$ cat src/rtl/lsu_pkg.sv
// rtl/lsu_pkg.sv - shared constants, state encoding and alignment helper for the LSU controller
package lsu_pkg;

    localparam logic [2:0] F3_B  = 3'b000;
    localparam logic [2:0] F3_H  = 3'b001;
    localparam logic [2:0] F3_W  = 3'b010;
    localparam logic [2:0] F3_BU = 3'b100;
    localparam logic [2:0] F3_HU = 3'b101;

    localparam logic [1:0] ALIGN_HALF_MASK = 2'b01;
    localparam logic [1:0] ALIGN_WORD_MASK = 2'b11;

    typedef enum logic [2:0] {
        ST_IDLE      = 3'd0,
        ST_REQ       = 3'd1,
        ST_WAIT_RESP = 3'd2,
        ST_DRAIN     = 3'd3,
        ST_DONE      = 3'd4
    } lsu_state_e;

    // Only the size bits of funct3 matter; unsigned variants share the signed rule.
    function automatic logic is_misaligned(input logic [2:0] f3, input logic [1:0] a);
        if (f3[1:0] == F3_H[1:0]) begin
            return (a & ALIGN_HALF_MASK) != 2'b00;
        end else if (f3[1:0] == F3_W[1:0]) begin
            return (a & ALIGN_WORD_MASK) != 2'b00;
        end
        return 1'b0;
    endfunction

endpackage

$ cat src/rtl/lsu_timeout_counter.sv
// rtl/lsu_timeout_counter.sv - saturating cycle counter flagging a cache timeout
module lsu_timeout_counter #(
    parameter int TIMEOUT_CYCLES = 255
) (
    input  logic clk_i,
    input  logic rst_i,
    input  logic clear_i,
    input  logic enable_i,
    output logic expired_o
);

    localparam int W = $clog2(TIMEOUT_CYCLES);
    localparam logic [W-1:0] LIMIT = W'(TIMEOUT_CYCLES - 1);

    logic [W-1:0] count_q, count_d;

    assign expired_o = (count_q == LIMIT);

    // Saturates so a handshake on the last allowed cycle still times out the response wait.
    always_comb begin
        count_d = count_q;
        if (clear_i) begin
            count_d = '0;
        end else if (enable_i && !expired_o) begin
            count_d = count_q + 1'b1;
        end
    end

    always_ff @(posedge clk_i) begin
        if (rst_i) begin
            count_q <= '0;
        end else begin
            count_q <= count_d;
        end
    end

endmodule

$ cat src/rtl/lsu_request_ctrl.sv
// rtl/lsu_request_ctrl.sv - MEM-stage to data-cache load/store handshake controller
module lsu_request_ctrl
    import lsu_pkg::*;
#(
    parameter int TIMEOUT_CYCLES = 255
) (
    input  logic        clk_i,
    input  logic        rst_i,
    input  logic        mem_valid_i,
    input  logic        is_load_i,
    input  logic        is_store_i,
    input  logic [2:0]  funct3_i,
    input  logic [31:0] addr_i,
    input  logic [31:0] wdata_i,
    input  logic [3:0]  wstrb_i,
    input  logic        flush_i,
    output logic        dc_req_o,
    output logic        dc_we_o,
    output logic [31:0] dc_addr_o,
    output logic [31:0] dc_wdata_o,
    output logic [3:0]  dc_wstrb_o,
    input  logic        dc_ready_i,
    input  logic        dc_rvalid_i,
    input  logic [31:0] dc_rdata_i,
    output logic        stall_o,
    output logic        done_o,
    output logic [31:0] rdata_o,
    output logic [1:0]  addr_align_o,
    output logic [2:0]  funct3_o,
    output logic        misaligned_o,
    output logic        bus_err_o
);

    lsu_state_e  state_q, state_d;
    logic [31:0] addr_q, addr_d;
    logic [31:0] wdata_q, wdata_d;
    logic [31:0] rdata_q, rdata_d;
    logic [3:0]  wstrb_q, wstrb_d;
    logic [2:0]  funct3_q, funct3_d;
    logic        we_q, we_d;
    logic        bus_err_q, bus_err_d;

    logic access, misaligned, start, expired;

    assign access     = mem_valid_i & (is_load_i | is_store_i);
    assign misaligned = access & is_misaligned(funct3_i, addr_i[1:0]);
    assign start      = (state_q == ST_IDLE) & access & !misaligned & !flush_i;

    lsu_timeout_counter #(.TIMEOUT_CYCLES(TIMEOUT_CYCLES)) u_timeout (
        .clk_i     (clk_i),
        .rst_i     (rst_i),
        .clear_i   (state_q == ST_IDLE),
        .enable_i  ((state_q == ST_REQ) || (state_q == ST_WAIT_RESP)),
        .expired_o (expired)
    );

    always_comb begin
        state_d   = state_q;
        addr_d    = addr_q;
        wdata_d   = wdata_q;
        rdata_d   = rdata_q;
        wstrb_d   = wstrb_q;
        funct3_d  = funct3_q;
        we_d      = we_q;
        bus_err_d = bus_err_q;
        case (state_q)
            ST_IDLE: begin
                if (start) begin
                    addr_d   = addr_i;
                    wdata_d  = wdata_i;
                    wstrb_d  = is_store_i ? wstrb_i : 4'b0000;
                    funct3_d = funct3_i;
                    we_d     = is_store_i;
                    state_d  = ST_REQ;
                end
            end
            ST_REQ: begin
                if (flush_i) begin
                    // An accepted store is already committed in the cache; only loads need draining.
                    state_d = (dc_ready_i && !we_q) ? ST_DRAIN : ST_IDLE;
                end else if (dc_ready_i) begin
                    state_d = we_q ? ST_DONE : ST_WAIT_RESP;
                end else if (expired) begin
                    rdata_d   = '0;
                    bus_err_d = 1'b1;
                    state_d   = ST_DONE;
                end
            end
            ST_WAIT_RESP: begin
                if (flush_i) begin
                    state_d = dc_rvalid_i ? ST_IDLE : ST_DRAIN;
                end else if (dc_rvalid_i) begin
                    rdata_d = dc_rdata_i;
                    state_d = ST_DONE;
                end else if (expired) begin
                    rdata_d   = '0;
                    bus_err_d = 1'b1;
                    state_d   = ST_DONE;
                end
            end
            ST_DRAIN: begin
                if (dc_rvalid_i) begin
                    state_d = ST_IDLE;
                end
            end
            ST_DONE: begin
                bus_err_d = 1'b0;
                state_d   = ST_IDLE;
            end
            default: state_d = ST_IDLE;
        endcase
    end

    always_ff @(posedge clk_i) begin
        if (rst_i) begin
            state_q   <= ST_IDLE;
            addr_q    <= '0;
            wdata_q   <= '0;
            rdata_q   <= '0;
            wstrb_q   <= '0;
            funct3_q  <= '0;
            we_q      <= 1'b0;
            bus_err_q <= 1'b0;
        end else begin
            state_q   <= state_d;
            addr_q    <= addr_d;
            wdata_q   <= wdata_d;
            rdata_q   <= rdata_d;
            wstrb_q   <= wstrb_d;
            funct3_q  <= funct3_d;
            we_q      <= we_d;
            bus_err_q <= bus_err_d;
        end
    end

    assign dc_req_o     = (state_q == ST_REQ);
    assign dc_we_o      = we_q;
    assign dc_addr_o    = {addr_q[31:2], 2'b00};
    assign dc_wdata_o   = wdata_q;
    assign dc_wstrb_o   = wstrb_q;
    assign stall_o      = start | (state_q == ST_REQ) | (state_q == ST_WAIT_RESP) | (state_q == ST_DRAIN);
    assign done_o       = (state_q == ST_DONE);
    assign rdata_o      = rdata_q;
    assign addr_align_o = addr_q[1:0];
    assign funct3_o     = funct3_q;
    assign misaligned_o = (state_q == ST_IDLE) & misaligned;
    assign bus_err_o    = bus_err_q;

endmodule

$ cat config.mk
export PLATFORM = sky130hd
export DESIGN_NAME = lsu_request_ctrl
export DESIGN_NICKNAME = d
export VERILOG_FILES = /design/src/rtl/lsu_pkg.sv /design/src/rtl/lsu_timeout_counter.sv /design/src/rtl/lsu_request_ctrl.sv
export SDC_FILE = /design/constraint.sdc
export NUM_CORES = 1
export LEC_CHECK = 0
export BUFFER_PORTS_ARGS = -buffer_cell sky130_fd_sc_hd__buf_2
export CAP_MARGIN = 20
export CORE_ASPECT_RATIO = 0.5
export CORE_UTILIZATION = 49
export CTS_CLUSTER_DIAMETER = 120
export DETAILED_ROUTE_END_ITERATION = 10
export PLACE_DENSITY = 0.8
export SLEW_MARGIN = 20
export SYNTH_ARGS = -nofsm -noshare
export SYNTH_HDL_FRONTEND = slang
export SYNTH_HIERARCHICAL = 1
export SYNTH_SLANG_ARGS = --single-unit
$ cat constraint.sdc
create_clock -name clk_i -period 3.5 [get_ports clk_i]
set_input_delay 0.525 -clock clk_i [delete_from_list [all_inputs] [get_ports clk_i]]
set_output_delay 0.525 -clock clk_i [all_outputs]
set_load 0.01 [all_outputs]
==> results.cfg, run 1 <==
[cells_and_area]
final_core_util_pct = 70.3
syn2layout_area_growth_pct = 36.7
fin_nets = 817
fillCellCount = 705
num_antenna_cells = 0
drive_above_1_share_pct = 37.3

[sta]
fin_crit_ns = 2.41
relSlewSlack_pct = 47.1
final.setup.tns_ns = 0
period_share_pct = 69.0
slew_viol_final = 0
fin_skew_ns = 0.00841
hold_violations = 0
worstMarginPinSlew_ns = 0.793
clock.fmax_mhz = 414
worst_slack_ns = 1.09
setup_viol = 0
rsz0062_at_grt = no

[synthesis]
synth.most_common_cell = dfxtp_1
post_synth.cell_area_avg_sq_um = 8.96
synth_top_area_share_pct = 51.0
yosys_register_bits = 116
syn_inst = 508
ys_seq_area_share_pct = 51.0
synthTopCellsByCount = dfxtp_1, a21oi_1, nand3_1, o21ai_0, a22o_1
synth_edf_count = 0
synthFlopType = dfxtp_1
synthDistinctLibCells = 44
yosysWarnings = 6
ys_async_sr_fraction_pct = 0
syn_area_sq_um = 4550
yosysTopAreaCell = dfxtp_1
synth.area.top_cells = dfxtp_1, a21oi_1, nand3_1

[clock_network]
clock-sinks = 116
post_cts_buffers = 0
cts_tree = built
clockBufferDepth = 2
cts-root-buf = clkbuf_16
cts_hold_buf = 0
htreeDepth = 4
cts_buffers = 17
clk_pin_slew_ns = 0.05
clock_latency_ns = 0.40
cts.repair.resized = 0

[placement]
gp_congestion = 0.845
dp_hpwl_mm = 8.06
port_buffers = 219
pre_cts_ws_ns = 0.959

[setup_path]
crit_arrival_ns = 2.66
path_class = reg -> reg
cp.required_ns = 3.75
worst-path-max-fanout = 58
start_kind = flop
crit_slowest_cell = or4_2
cpPeakStageDelay_ns = 0.75
path_buf_inv = 1
cpLargestDelayFamily = simple AND/OR/NAND/NOR gates
worstPathCellList = or2_4 > or4_2 > buf_4 > o21ai_0 > a21oi_1
cp-end-kind = flop

[floorplan]
start_util_pct = 51.4
die-area_sq_um = 9700
die_x_microns = 138
ios = 222
fp.dieH_microns = 70.2
rows = 24
core_sq_um = 8860

[pwr]
p_leak_nw = 2.80
ir_worst_vdd_v = 0.000341
p_total_mw = 3.53
p_per_area_nw_per_um2 = 568

[drt]
wl_mm = 12.6
drc = 24
vias = 4607
drtPass1Iterations = 10
drtAntennaViolNets = 0
first_iter_violations = 349
via_per_inst = 5.53
wl_per_cell_microns = 15.1

[global_routing]
grt_use_total_pct = 25.8
grt_pass1_vias = 4108
grt_max_degree = 73
grt_pass1_wl_mm = 20.0
antenna_found_initial = 1
grt_overflow = 0

[job]
maxCapViolations = 0

[run_status]
status = finished with violations
violations = design-rule violations

[worst_hold_path]
hold_class = in -> reg
-- through the flow --
| step | cells | cell area [sq um] | hold slack, ns |
|---|---|---|---|
| final | 833 | 6220 | 0.338 |
| after global routing | 833 | 6220 | 0.326 |
| after CTS | 833 | 6220 | 0.325 |
| after detailed placement | 801 | 5600 | 0.450 |
| after global placement | 801 | 5600 | 0.451 |
| after floorplan | 509 | 4560 | 0.452 |
-- sequential cells by signal, summed over array words and instances, names as in the netlist --
name	flops
addr_q	32
bus_err_o	1
funct3_o	3
rdata_o	32
state_q	3
u_timeout/count_q	8
dc_we_o	1
dc_wstrb_o	4
dc_wdata_o	32
-- metal layers --
metal,track usage [%],share of wire [%],vias to the layer above
met4,14.0,2.5,0
met2,41.0,47,194
met5,0,0,-
li1,-,-,2247
met1,32.5,44,2136
met3,6.58,6.6,30
-- worst reg2reg max path: cells and delay by family, from the launching register on --
kind	cells	cell delay, ns
DFF	1	0.40
and+or+nand+nor	2	1.07
buffers and inverters	1	0.37
AOI/OAI and AO/OA	2	0.42
-- final cells by class --
cell class              count  area, sq um  area share [%]
clock inverters            13          183            2.93
repair buffers            227         1160            18.6
clock buffers              19          443            7.12
well taps                 117          146            2.35
flip-flops and latches    116         2320            37.3
multi-input cells         334         1950            31.3
inverters                   7         26.3           0.422
-- kinds of logic after synthesis --
group,count (synthesis),share of synthesized area (%)
AND/OR/NAND/NOR,118,13.9
flip-flops,116,51.0
multiplexers,4,0.879
AO/OA/AOI/OAI,207,26.5
buffers and inverters,59,6.82
adder cells (fa/ha/maj),3,0.824
other,1,0.0824
-- where the power goes --
part / leakage (nW) / internal (mW) / switching [mW]
combinational: 1.56 / 0.128 / 0.211
clock: 0.295 / 1.21 / 0.607
sequential: 0.939 / 1.36 / 0.0212
-- worst paths after layout --
| kind | startpoint | endpoint | slack, ns | depth (start not counted) |
|---|---|---|---|---|
| worst max register to register | state_q[2] | dc_wdata_o[0] | 1.09 | 5 |
| worst max-delay path | state_q[2] | dc_wdata_o[0] | 1.09 | 5 |
| worst min-delay path | dc_rdata_i[11] | rdata_o[11] | 0.34 | 2 |
| worst min register to register | rdata_o[26] | rdata_o[26] | 0.47 | 1 |
-- layout by cell type, fill, tap and decap left out, types with 5 or more instances in the layout --
cell       instances
nor2_1             8
a21oi_1           78
nand3_1           72
dfxtp_1          116
nand2b_1           5
inv_1              7
clkbuf_16         17
nand2_1            7
o21ai_1           28
buf_2            219
a22o_1            32
buf_4              8
nand4_1            6
o21ai_0           51
Note: power is estimated with default switching activity, not from simulation.
==> inputs of run 2 (changes only) <==
- CORE_UTILIZATION: 49 -> 41
- PLACE_DENSITY: 0.8 -> 0.71
- clock period: 3.5 -> 2.2 ns (I/O delays scaled with it)
==> run 2 against run 1 <==
The flow now finishes without violations. Die area increased by 19%. Clock power increased by 48%. Via count decreased by 1.1%. Sequential share of layout area decreased by 0.66 points. Power increased by 54%. Non-clock buffer count increased by 6. Clock skew about the same. Global-route usage decreased by 3.7 points. Cell count increased by 3.5%. Sequential cell count unchanged. Final area increased by 1.9%. Count of clock-buffer cells in the layout increased by 1. Highest routed layer unchanged.
==> results.cfg, run 2 (synthesis gave the netlist of run 1 again) <==
[drt]
first_iter_violations = 273
wl_per_cell_microns = 15.5
vias = 4556
drtAntennaViolNets = 0
drc = 0
wl_mm = 13.3
drtPass1Iterations = 4
via_per_inst = 5.29

[global_routing]
antenna_found_initial = 0
grt_pass1_wl_mm = 20.3
grt_overflow = 0
grt_pass1_vias = 4077
grt_use_total_pct = 22.1
grt_max_degree = 73

[setup_path]
start_kind = flop
path_class = reg -> reg
worst-path-max-fanout = 16
reg2regPathDepth = 9
ff2ff_setup_slack_ns = 0.17
cp.required_ns = 2.55
r2r-start = u_timeout/count_q[0]
crit_arrival_ns = 2.38
cp-end-kind = flop
timing.rr.end = rdata_o[5]

[floorplan]
core_sq_um = 10500
rows = 26
die-area_sq_um = 11600
fp.dieH_microns = 76.5
ios = 222
start_util_pct = 43.3
die_x_microns = 151

[pwr]
p_leak_nw = 2.84
p_per_area_nw_per_um2 = 860
p_total_mw = 5.45
ir_worst_vdd_v = 0.000517

[clock_network]
htreeDepth = 4
post_cts_buffers = 0
clockBufferDepth = 2
cts-root-buf = clkbuf_16
clock_latency_ns = 0.40
cts_tree = built
clk_pin_slew_ns = 0.06
clock-sinks = 116
cts_buffers = 17

[placement]
placed_area_sq_um = 5730
gp_congestion = 0.858
port_buffers = 219
pre_cts_ws_ns = 0.183
dp_hpwl_mm = 8.50

[sta]
slew_viol_final = 0
worst_slack_ns = 0.167
clock.fmax_mhz = 492
period_share_pct = 92.4
final.setup.tns_ns = 0
fin_skew_ns = 0.00880
fin_crit_ns = 2.03
setup_viol = 0
hold_violations = 0
rsz0062_at_grt = no

[cells_and_area]
fin_nets = 823
syn2layout_area_growth_pct = 39.3
final_common_cell = buf_2
num_antenna_cells = 0
fin_area_sq_um = 6340
drive_above_1_share_pct = 37.8
final_cell_mix = buf_2, dfxtp_1, a21oi_1

[run_status]
status = finished, final reports clean

[worst_hold_path]
hold_class = in -> reg
holdPathEnd = rdata_o[0]
min_path_cells = 2
hold_start = dc_rdata_i[0]

[job]
maxCapViolations = 0
==> run 2: changes by cell type in the layout (fill, tap and decap cells not counted) <==
cell,previous run,this run
bufinv_16,4,2
dfxtp_2,0,1
buf_12,0,5
a31oi_2,1,0
clkbuf_16,17,18
inv_6,0,1
a31oi_4,0,1
dfxtp_1,116,115
clkbuf_1,1,2
==> run 2: critical path, stage by stage, from the launching register on <==
cell and delay, ns:
dfxtp_2 0.37, inv_1 0.07, ha_1 0.23, and3_1 0.25, nand2_1 0.11, inv_1 0.12
nand2b_1 0.20, a31oi_4 0.28, clkbuf_16 0.23, a22o_1 0.13
==> run 2: metal layers <==
layer / part of all wire (%) / GRT usage [%] / vias to the layer above / wire (microns)
li1: - / - / 2257 / -
met1: 45 / 27.7 / 2106 / 5950
met2: 47 / 35.7 / 176 / 6330
met3: 6.4 / 5.93 / 17 / 854
met4: 1.6 / 9.30 / 0 / 208
met5: 0 / 0 / - / 0
==> run 2: what timing repair did <==
| item | CTS | global route |
|---|---|---|
| hold buffers | 0 | 0 |
| gates resized for setup | 0 | 2 |
| endpoints found under the setup margin | 0 | 24 |
==> run 2: worst max-delay path by stage <==
stage / start / slack (ns) / cells after the start / endpoint
final: u_timeout/count_q[0] / 0.17 / 9 / rdata_o[5]
after global routing: u_timeout/count_q[0] / 0.01 / 9 / rdata_o[5]
after CTS: u_timeout/count_q[0] / 0.18 / 9 / rdata_o[22]
after detailed placement: flush_i / 0.18 / 6 / dc_wdata_o[16]
after global placement: flush_i / 0.18 / 6 / addr_q[2]
after floorplan: funct3_i[1] / 0.27 / 6 / misaligned_o
==> run 2: through the flow <==
stage | instances | utilization, % | hold WS [ns]
finish | 862 | 60.3 | 0.142
global route | 862 | 60.3 | 0.127
CTS | 861 | 60.0 | 0.131
detailed placement | 829 | 54.5 | 0.450
global placement | 829 | 54.5 | 0.451
floorplan | 509 | - | 0.452
==> run 2: area by class of cell <==
| cell class | instances | area (sq um) |
|---|---|---|
| well taps | 140 | 175 |
| flip-flops and latches | 116 | 2320 |
| fillers | 934 | 4170 |
| multi-input cells | 334 | 1960 |
| clock inverters | 12 | 131 |
| inverters | 7 | 26.3 |
| clock buffers | 20 | 447 |
| repair buffers | 233 | 1280 |
==> run 2: where the power goes <==
part,total (mW),internal (mW),switching [mW]
clock network,2.67,1.70,0.974
logic,0.584,0.232,0.352
registers,2.20,2.16,0.0344
total,5.45,4.09,1.36
